$ cat config.mk
export PLATFORM = sky130hd
export DESIGN_NAME = alu_ctrl_seq
export DESIGN_NICKNAME = d
export VERILOG_FILES = /design/src/rtl/alu_ctrl_seq.sv
export SDC_FILE = /design/constraint.sdc
export NUM_CORES = 1
export LEC_CHECK = 0
export CAP_MARGIN = 15
export CELL_PAD_IN_SITES_DETAIL_PLACEMENT = 1
export CELL_PAD_IN_SITES_GLOBAL_PLACEMENT = 1
export CORE_AREA = 4 4 62 64
export CTS_CLUSTER_SIZE = 12
export DETAILED_ROUTE_END_ITERATION = 10
export DIE_AREA = 0 0 66 68
export PLACE_DENSITY_LB_ADDON = 0.08
export SLEW_MARGIN = 30
export SYNTH_ARGS = -nofsm -noshare
export SYNTH_HDL_FRONTEND = slang
export SYNTH_SLANG_ARGS = --single-unit
$ cat constraint.sdc
create_clock -name clk -period 2.18 [get_ports clk]
set_input_delay 0.436 -clock clk [delete_from_list [all_inputs] [get_ports clk]]
set_output_delay 0.436 -clock clk [all_outputs]
set_load 0.02 [all_outputs]
$ cat src/rtl/alu_ctrl_seq.sv
// Registered ALU control decoder with multi-cycle MUL/DIV step sequencing.
// Accepts (Aop, func) under valid/ready and presents the op code for its full length.
module alu_ctrl_seq #(
    parameter int MUL_LAT = 3,
    parameter int DIV_LAT = 8,
    parameter int CNT_W   = 6
) (
    input  logic             clk,
    input  logic             rst_n,
    input  logic             in_valid,
    output logic             in_ready,
    input  logic [2:0]       Aop,
    input  logic [5:0]       func,
    input  logic             flush,
    output logic [2:0]       s,
    output logic             s_valid,
    output logic [CNT_W-1:0] step,
    output logic             first,
    output logic             last,
    output logic             illegal,
    output logic             busy
);

    // Lengths are kept as length-1 so 2^CNT_W steps still fit in CNT_W bits.
    localparam logic [CNT_W-1:0] MUL_LM1 = CNT_W'(MUL_LAT - 1);
    localparam logic [CNT_W-1:0] DIV_LM1 = CNT_W'(DIV_LAT - 1);

    localparam logic [2:0] OP_NOP = 3'b000;
    localparam logic [2:0] OP_SUB = 3'b011;
    localparam logic [2:0] OP_MUL = 3'b100;
    localparam logic [2:0] OP_DIV = 3'b101;
    localparam logic [2:0] OP_ADD = 3'b110;

    typedef enum logic {IDLE, EXEC} state_t;

    state_t           state_q, state_d;
    logic [2:0]       s_q, s_d;
    logic             s_valid_q, s_valid_d;
    logic [CNT_W-1:0] step_q, step_d;
    logic [CNT_W-1:0] lm1_q, lm1_d;
    logic             illegal_q, illegal_d;
    logic             first_q, first_d;
    logic             last_q, last_d;

    logic [2:0]       dec_s;
    logic             dec_ill;
    logic [CNT_W-1:0] dec_lm1;
    logic             accept;

    always_comb begin
        dec_s   = OP_NOP;
        dec_ill = 1'b0;
        case (Aop)
            3'b000: dec_s = OP_ADD;
            3'b001: dec_s = OP_SUB;
            3'b010: begin
                case (func)
                    6'b100000: dec_s = 3'b001;
                    6'b100010: dec_s = 3'b010;
                    6'b100100: dec_s = OP_SUB;
                    6'b100101: dec_s = OP_MUL;
                    6'b101010: dec_s = OP_DIV;
                    6'b101011: dec_s = OP_ADD;
                    6'b101111: dec_s = 3'b111;
                    6'b000000: dec_s = OP_NOP;
                    default:   dec_ill = 1'b1;
                endcase
            end
            default: dec_s = OP_NOP;
        endcase
        dec_lm1 = (dec_s == OP_MUL) ? MUL_LM1 :
                  (dec_s == OP_DIV) ? DIV_LM1 : '0;
    end

    assign busy     = s_valid_q & ~last_q;
    assign in_ready = ~busy & ~flush;
    assign accept   = in_valid & in_ready;

    always_comb begin
        state_d   = state_q;
        s_d       = s_q;
        s_valid_d = s_valid_q;
        step_d    = step_q;
        lm1_d     = lm1_q;
        illegal_d = illegal_q;
        if (flush) begin
            state_d   = IDLE;
            s_valid_d = 1'b0;
            step_d    = '0;
            illegal_d = 1'b0;
        end else if (state_q == EXEC) begin
            step_d = step_q + 1'b1;
            if (step_d == lm1_q)
                state_d = IDLE;
        end else if (accept) begin
            s_d       = dec_s;
            illegal_d = dec_ill;
            lm1_d     = dec_lm1;
            step_d    = '0;
            s_valid_d = 1'b1;
            state_d   = (dec_lm1 != '0) ? EXEC : IDLE;
        end else begin
            s_valid_d = 1'b0;
            step_d    = '0;
            illegal_d = 1'b0;
        end
        first_d = s_valid_d & (step_d == '0);
        last_d  = s_valid_d & (step_d == lm1_d);
    end

    always_ff @(posedge clk or negedge rst_n) begin
        if (!rst_n) begin
            state_q   <= IDLE;
            s_q       <= OP_NOP;
            s_valid_q <= 1'b0;
            step_q    <= '0;
            lm1_q     <= '0;
            illegal_q <= 1'b0;
            first_q   <= 1'b0;
            last_q    <= 1'b0;
        end else begin
            state_q   <= state_d;
            s_q       <= s_d;
            s_valid_q <= s_valid_d;
            step_q    <= step_d;
            lm1_q     <= lm1_d;
            illegal_q <= illegal_d;
            first_q   <= first_d;
            last_q    <= last_d;
        end
    end

    assign s       = s_q;
    assign s_valid = s_valid_q;
    assign step    = step_q;
    assign first   = first_q;
    assign last    = last_q;
    assign illegal = illegal_q;

endmodule

==> impl_results.md <==
- Clock Root Buffer: clkbuf_4
- Comb pwr share: 15.8%
- Sw Pwr: 189 uW
- Final nets: 182
- Fin. Hold Viols: 0
- P_int: 631 uW
- Worst Path Arrival: 1.64 ns
- Drt total wl: 3.03 mm
- Ys Warns: 0
- Most frequent cells in the layout: 27 x clkdlybuf4s50_1, 19 x dfrtp_1, 17 x nand2_1
- H-tree Lvls: 1
- Critical Path Slowest Stage Cell: clkdlybuf4s50_1
- Power Total: 820 uW
- Status: completed
- Sequential power share: 47.1%
- DRC errors left: 0
- Layout cells sized above 1: 13.2%
- Largest net degree at the start of global routing: 21
- Total vias in the final route: 1049
- Chip width: 66 um
- First-pass GRT wire length: 5.22 mm
- Yosys reg bits: 20
- Syn Area/Cell: 9.02 sq um
- Power per cell area: 511 mW/mm^2
- Syn nets: 142
- Hpwl dp: 2.50 mm
- TNS Setup: 0 ns
- Final worst-path cycle share: 95.0%
- Synth Instances: 128
- Critical Path Stages: 3
- Slew Viols, Final: 0
- Global route total overflow: 0
- Dpl cell area: 0.00155 sq mm
- Floorplan row count: 21
- Maximum VDD drop: 0.000211 V
- Post-DR vias/cell: 4.92
- WP buf/inv: 2
- Final setup violation count: 0
- P&R area growth vs syn: 38.9%
- Crit Path Category: input pin to output pin
- Synth unique cells: 36
- CTS buffer count: 3
- DIE HEIGHT: 68 um
- DR pass1 iterations: 3
- RSZ-0062 raised after global routing: false
- R2R depth: 6
- Fin area: 0.00160 sq mm
- Fin crit period: 2.07 ns
- Worst slew margin: 67.8%
- Commonest non-fill, non-tap cell in the layout: clkdlybuf4s50_1
- Vias in the first global route: 1147
- Max Clock Freq: 483 MHz
- CTS tree: done
- Routed len/inst: 14.2 um
- MaxCap Viol Count: 0
- RePlAce Congestion: 0.817
- Worst slew pin tran: 0.471 ns
- CP most frequent cell: clkdlybuf4s50_1
- IO Pins: 28
- Final Skew: 0.00653 ns
- Detail Route Antenna Nets: 0
- Clock tree sinks: 20
- Netlist Area Pre-Place: 0.00115 sq mm
- CTS max path bufs: 2
- Net Sw Frac: 23.0%
- Clock latency on the worst-skew pair: 0.31 ns
- Fin Hold WS: 0.454 ns
- # diodes: 0
- Worst path max stage delay: 0.60 ns
- Total track usage: 15.5%
- CP Cell Sequence: clkdlybuf4s50_1 -> nor2_1 -> clkdlybuf4s50_1
- Worst setup EP type: output pin
- Initial antenna violation count: 0
- Clock power frac: 37.1%
- Clock slew at reported path FFs: 0.12 ns
- WP data required: 1.74 ns
- Initial DRC count: 16
- PortBufs: 27
- Initial cell density of the core: 35.2%
- Worst min path class: input pin to asynchronous set/reset pin
- Core Box Area: 0.00328 sq mm
- Sequential fraction of the synthesis area: 43.3%
- P_leak: 0.000719 uW
- Crit Path Max Fanout: 5
- Die Footprint: 0.00449 sq mm
- Type of origin of the critical path: input pin
- Worst path top cell family by delay: buffers and inverters
path summary, 6_finish.rpt:
check	startpoint	to	slack [ns]
max in group asynchronous	rst_n	step[2]	1.50
setup reg to reg	step[2]	last	0.22
hold / removal	rst_n	lm1_q[4]	0.45
min in group clk	s[2]	s[2]	0.50
setup / recovery	flush	in_ready	0.11
hold reg to reg	s[2]	s[2]	0.50
layer usage:
metal	vias up	global-route usage (%)	routed length (um)
met3	4	2.13	68
li1	527	-	-
met1	503	18.1	1350
met5	-	0	0
met4	0	7.61	52
met2	15	27.9	1560
power by group through the flow:
stage	Sequential [uW]	Combinational, uW	Clock, uW
2_1_floorplan	405	44.8	0
3_3_place_gp	393	129	0
3_5_place_dp	393	131	0
4_1_cts	386	132	317
5_1_grt	387	142	340
6_report	386	130	304
metrics by stage:
stage	setup WS [ns]	utilization, %	instances
after floorplan	0.225	-	128
after global placement	-0.0655	47.2	209
after detailed placement	-0.0880	47.2	209
final	0.108	48.8	213
after global routing	0.0189	48.8	213
after CTS	0.0983	48.8	213
flip-flops by register name (all words and copies together), names as in the netlist:
| signal | count |
|---|---|
| last | 1 |
| illegal | 1 |
| lm1_q | 6 |
| step | 6 |
| first | 1 |
| state_q | 1 |
| s_valid | 1 |
| s | 3 |
timing repair:
| action | 4_1_cts | 5_1_grt |
|---|---|---|
| buffers inserted | 0 | 0 |
| endpoints found under the setup margin | 0 | 1 |
| hold buffers | 0 | 0 |
| gates resized for setup | 0 | 1 |
synthesized netlist by cell type:
library cell  count  area [sq um]
o21ai_0           7          35.0
a21boi_0          1          7.51
a21oi_1           5          25.0
o41ai_1           1          8.76
a31oi_1           1          6.26
or3_1             2          12.5
dfrtp_1          20           500
o31a_1            1          8.76
and2_1            3          18.8
nor4_1            1          6.26
nand3_1           4          20.0
nor2_1           15          56.3
ha_1              1          12.5
a2bb2oi_1         1          8.76
a2111oi_0         1          8.76
a2111oi_2         1          15.0
nand2b_4          1          13.8
clkbuf_1          3          11.3
a22o_1            1          8.76
o31ai_1           2          15.0
nand2_1          17          63.8
nor2b_4           1          13.8
nor2_4            1          11.3
nor2b_1           3          18.8
or3_4             1          11.3
inv_1             3          11.3
nor3_1            7          35.0
xnor2_1           7          61.3
a21o_1            3          22.5
o22ai_1           1          6.26
buf_6             1          11.3
xor2_1            5          43.8
nand2b_1          2          12.5
and3b_1           2          17.5
nand4_1           1          6.26
a41oi_1           1          8.76
cell type report:
| cell class | instances | area (sq um) |
|---|---|---|
| flip-flops and latches | 20 | 502 |
| clock inverters | 1 | 30.0 |
| well taps | 46 | 57.6 |
| inverters | 3 | 11.3 |
| fillers | 415 | 1680 |
| multi-input cells | 101 | 621 |
| clock buffers | 3 | 22.5 |
| repair buffers | 39 | 360 |
cell families (layout without fill, tap and decap cells):
logic type | after synthesis | in the layout | share of synthesized area, %
buf+inv | 7 | 46 | 2.93
compound gates | 27 | 27 | 16.0
xor+xnor | 12 | 12 | 9.10
fa+ha+maj | 1 | 1 | 1.08
simple gates | 61 | 61 | 27.5
flops | 20 | 20 | 43.3
Power figures use the tool's default switching activity.
==> patch: new RTL, same flow settings <==
`lm1_q` no longer has a reset.
--- a/src/rtl/alu_ctrl_seq.sv
+++ b/src/rtl/alu_ctrl_seq.sv
@@ -115,5 +115,4 @@
             s_valid_q <= 1'b0;
             step_q    <= '0;
-            lm1_q     <= '0;
             illegal_q <= 1'b0;
             first_q   <= 1'b0;
@@ -124,9 +123,12 @@
             s_valid_q <= s_valid_d;
             step_q    <= step_d;
-            lm1_q     <= lm1_d;
             illegal_q <= illegal_d;
             first_q   <= first_d;
             last_q    <= last_d;
         end
+    end
+
+    always_ff @(posedge clk) begin
+        lm1_q <= lm1_d;
     end
 
Behaviour: no difference found for any inputs over 10 cycles, from zero or initial values and one cycle with rst_n low; that may be too few to reach the edited logic, so the function may still have changed.
==> patch against the unedited design <==
Die area unchanged; final cell count up 1.4%; clock skew down 0.0057 ns; synthesized cell count unchanged; core utilization down 0.27 points; sequential cell count unchanged; cell area down 0.55%; power up 1.2%; setup slack worse by 0.015 ns; routed wire length up 5.2%; non-clock buffer count up 3; area after synthesis down 2.6%; first-iteration DRC count up 110%.
==> patch: results (changes against the unedited design) <==
- The internal power component came to 0.632 mW (was 0.631 mW).
- Worst vdd ir: 287 uV (was 211 uV)
* Global-route wire length before repair: 5.46 mm (was 5.22 mm)
* Final hold slack: 0.503 ns (was 0.454 ns)
- Slew HR: 0.540 (was 0.678)
- First-pass iteration count of the detailed router: 4 (was 3)
- The startpoint of the lowest-slack register-to-register path was step[0]$_DFF_PN0_ (was step[2]$_DFF_PN0_).
- The met1 layer usage reported by global route is 0.218 (was 0.181).
- The maximum number of pins on one net before global-route repair is 15 (was 21).
- The first-iteration detailed-routing DRC count was 34 (was 16).
* Buffers, non-clock: 42 (was 39)
* Number of nets in the finished design: 185 (was 182)
- Multi-input gates: 101 (unchanged)
- The clock slew seen by the registers of the worst setup and hold paths is 0.12 ns (about the same).
- Fraction of area in multi-input gates: 0.389 (was 0.387)
- Outcome: finished, final reports clean (unchanged)
- The count of cell types in the netlist was 37 (was 36).
- The global router's overall resource usage came to 0.158 (was 0.155).
- The proportion of final cell area spent on non-clock buffers was 0.240 (was 0.225).
- The path class of the lowest-slack min-delay path was reg2reg (was in2async).
* Detail-routed net length per standard cell: 14.7 microns (was 14.2 microns)
- Via count of the routed design: 1075 (was 1049)
- The worst clock skew on the final layout is 0.000838 ns (was 0.00653 ns).
* Crit path max fanout: 5 (unchanged)
* Comb group: 0.131 mW
* Final Instance Count excl. Fillers: 216 (was 213)
* Power of the sequential group: 0.385 mW (was 0.386 mW)
* Placement Cell Area: 1540 sq um (was 1550 sq um)
* Clock network power consumption: 0.313 mW (was 0.304 mW)
* Synth async-reset ratio: 0.700 (was 1.00)
- Cell types occupying the most area after synthesis: dfrtp_1, dfxtp_1, nand2_1, xnor2_1, nor2_1 (was dfrtp_1, nand2_1, xnor2_1, nor2_1, xor2_1).
- The detailed placer's ending HPWL came to 2.59 mm (was 2.50 mm).
* Met2 Use GR: 0.254 (was 0.279)
- The share of cell area taken by flip-flops and latches is 0.295 (was 0.313).
- The last weighted congestion value of the routability-driven placer is 0.761 (was 0.817).
- The setup slack at placement came to -0.0566 ns (was -0.0880 ns).
* Total of fill cells in the finished design: 398 (was 415)
- R2R depth: 6 (unchanged)
* Mean instance size in the synthesized netlist: 8.79 sq um (was 9.02 sq um)
- Commonest cells in the synthesized netlist: nand2_1, nor2_1, dfrtp_1 (was dfrtp_1, nand2_1, nor2_1)
* Met3 Usage GRT: 0.0296 (was 0.0213)
## patch: layer usage
layer	vias up	wire length [microns]
met5	-	0
met4	0	44
met3	5	117
met2	20	1480
met1	516	1540
li1	534	-
## patch: worst max-delay path by stage
stage,to,cells past startpoint,slack (ns),startpoint
floorplan,last$_DFF_PN0_,6,0.23,step[0]$_DFF_PN0_
global route,in_ready,3,0.02,flush
detailed placement,s[2]$_DFFE_PN0P_,7,-0.06,func[1]
finish,in_ready,3,0.09,flush
CTS,in_ready,3,0.09,flush
global placement,last$_DFF_PN0_,7,-0.02,in_valid
## patch: cell families after synthesis
| family | count (synthesis) | synth area share |
|---|---|---|
| flip-flops | 20 | 0.418 |
| AND/OR/NAND/NOR | 61 | 0.283 |
| XOR/XNOR | 12 | 0.0934 |
| buffers and inverters | 7 | 0.0300 |
| AO/OA/AOI/OAI | 27 | 0.165 |
| adder cells (fa/ha/maj) | 1 | 0.0111 |
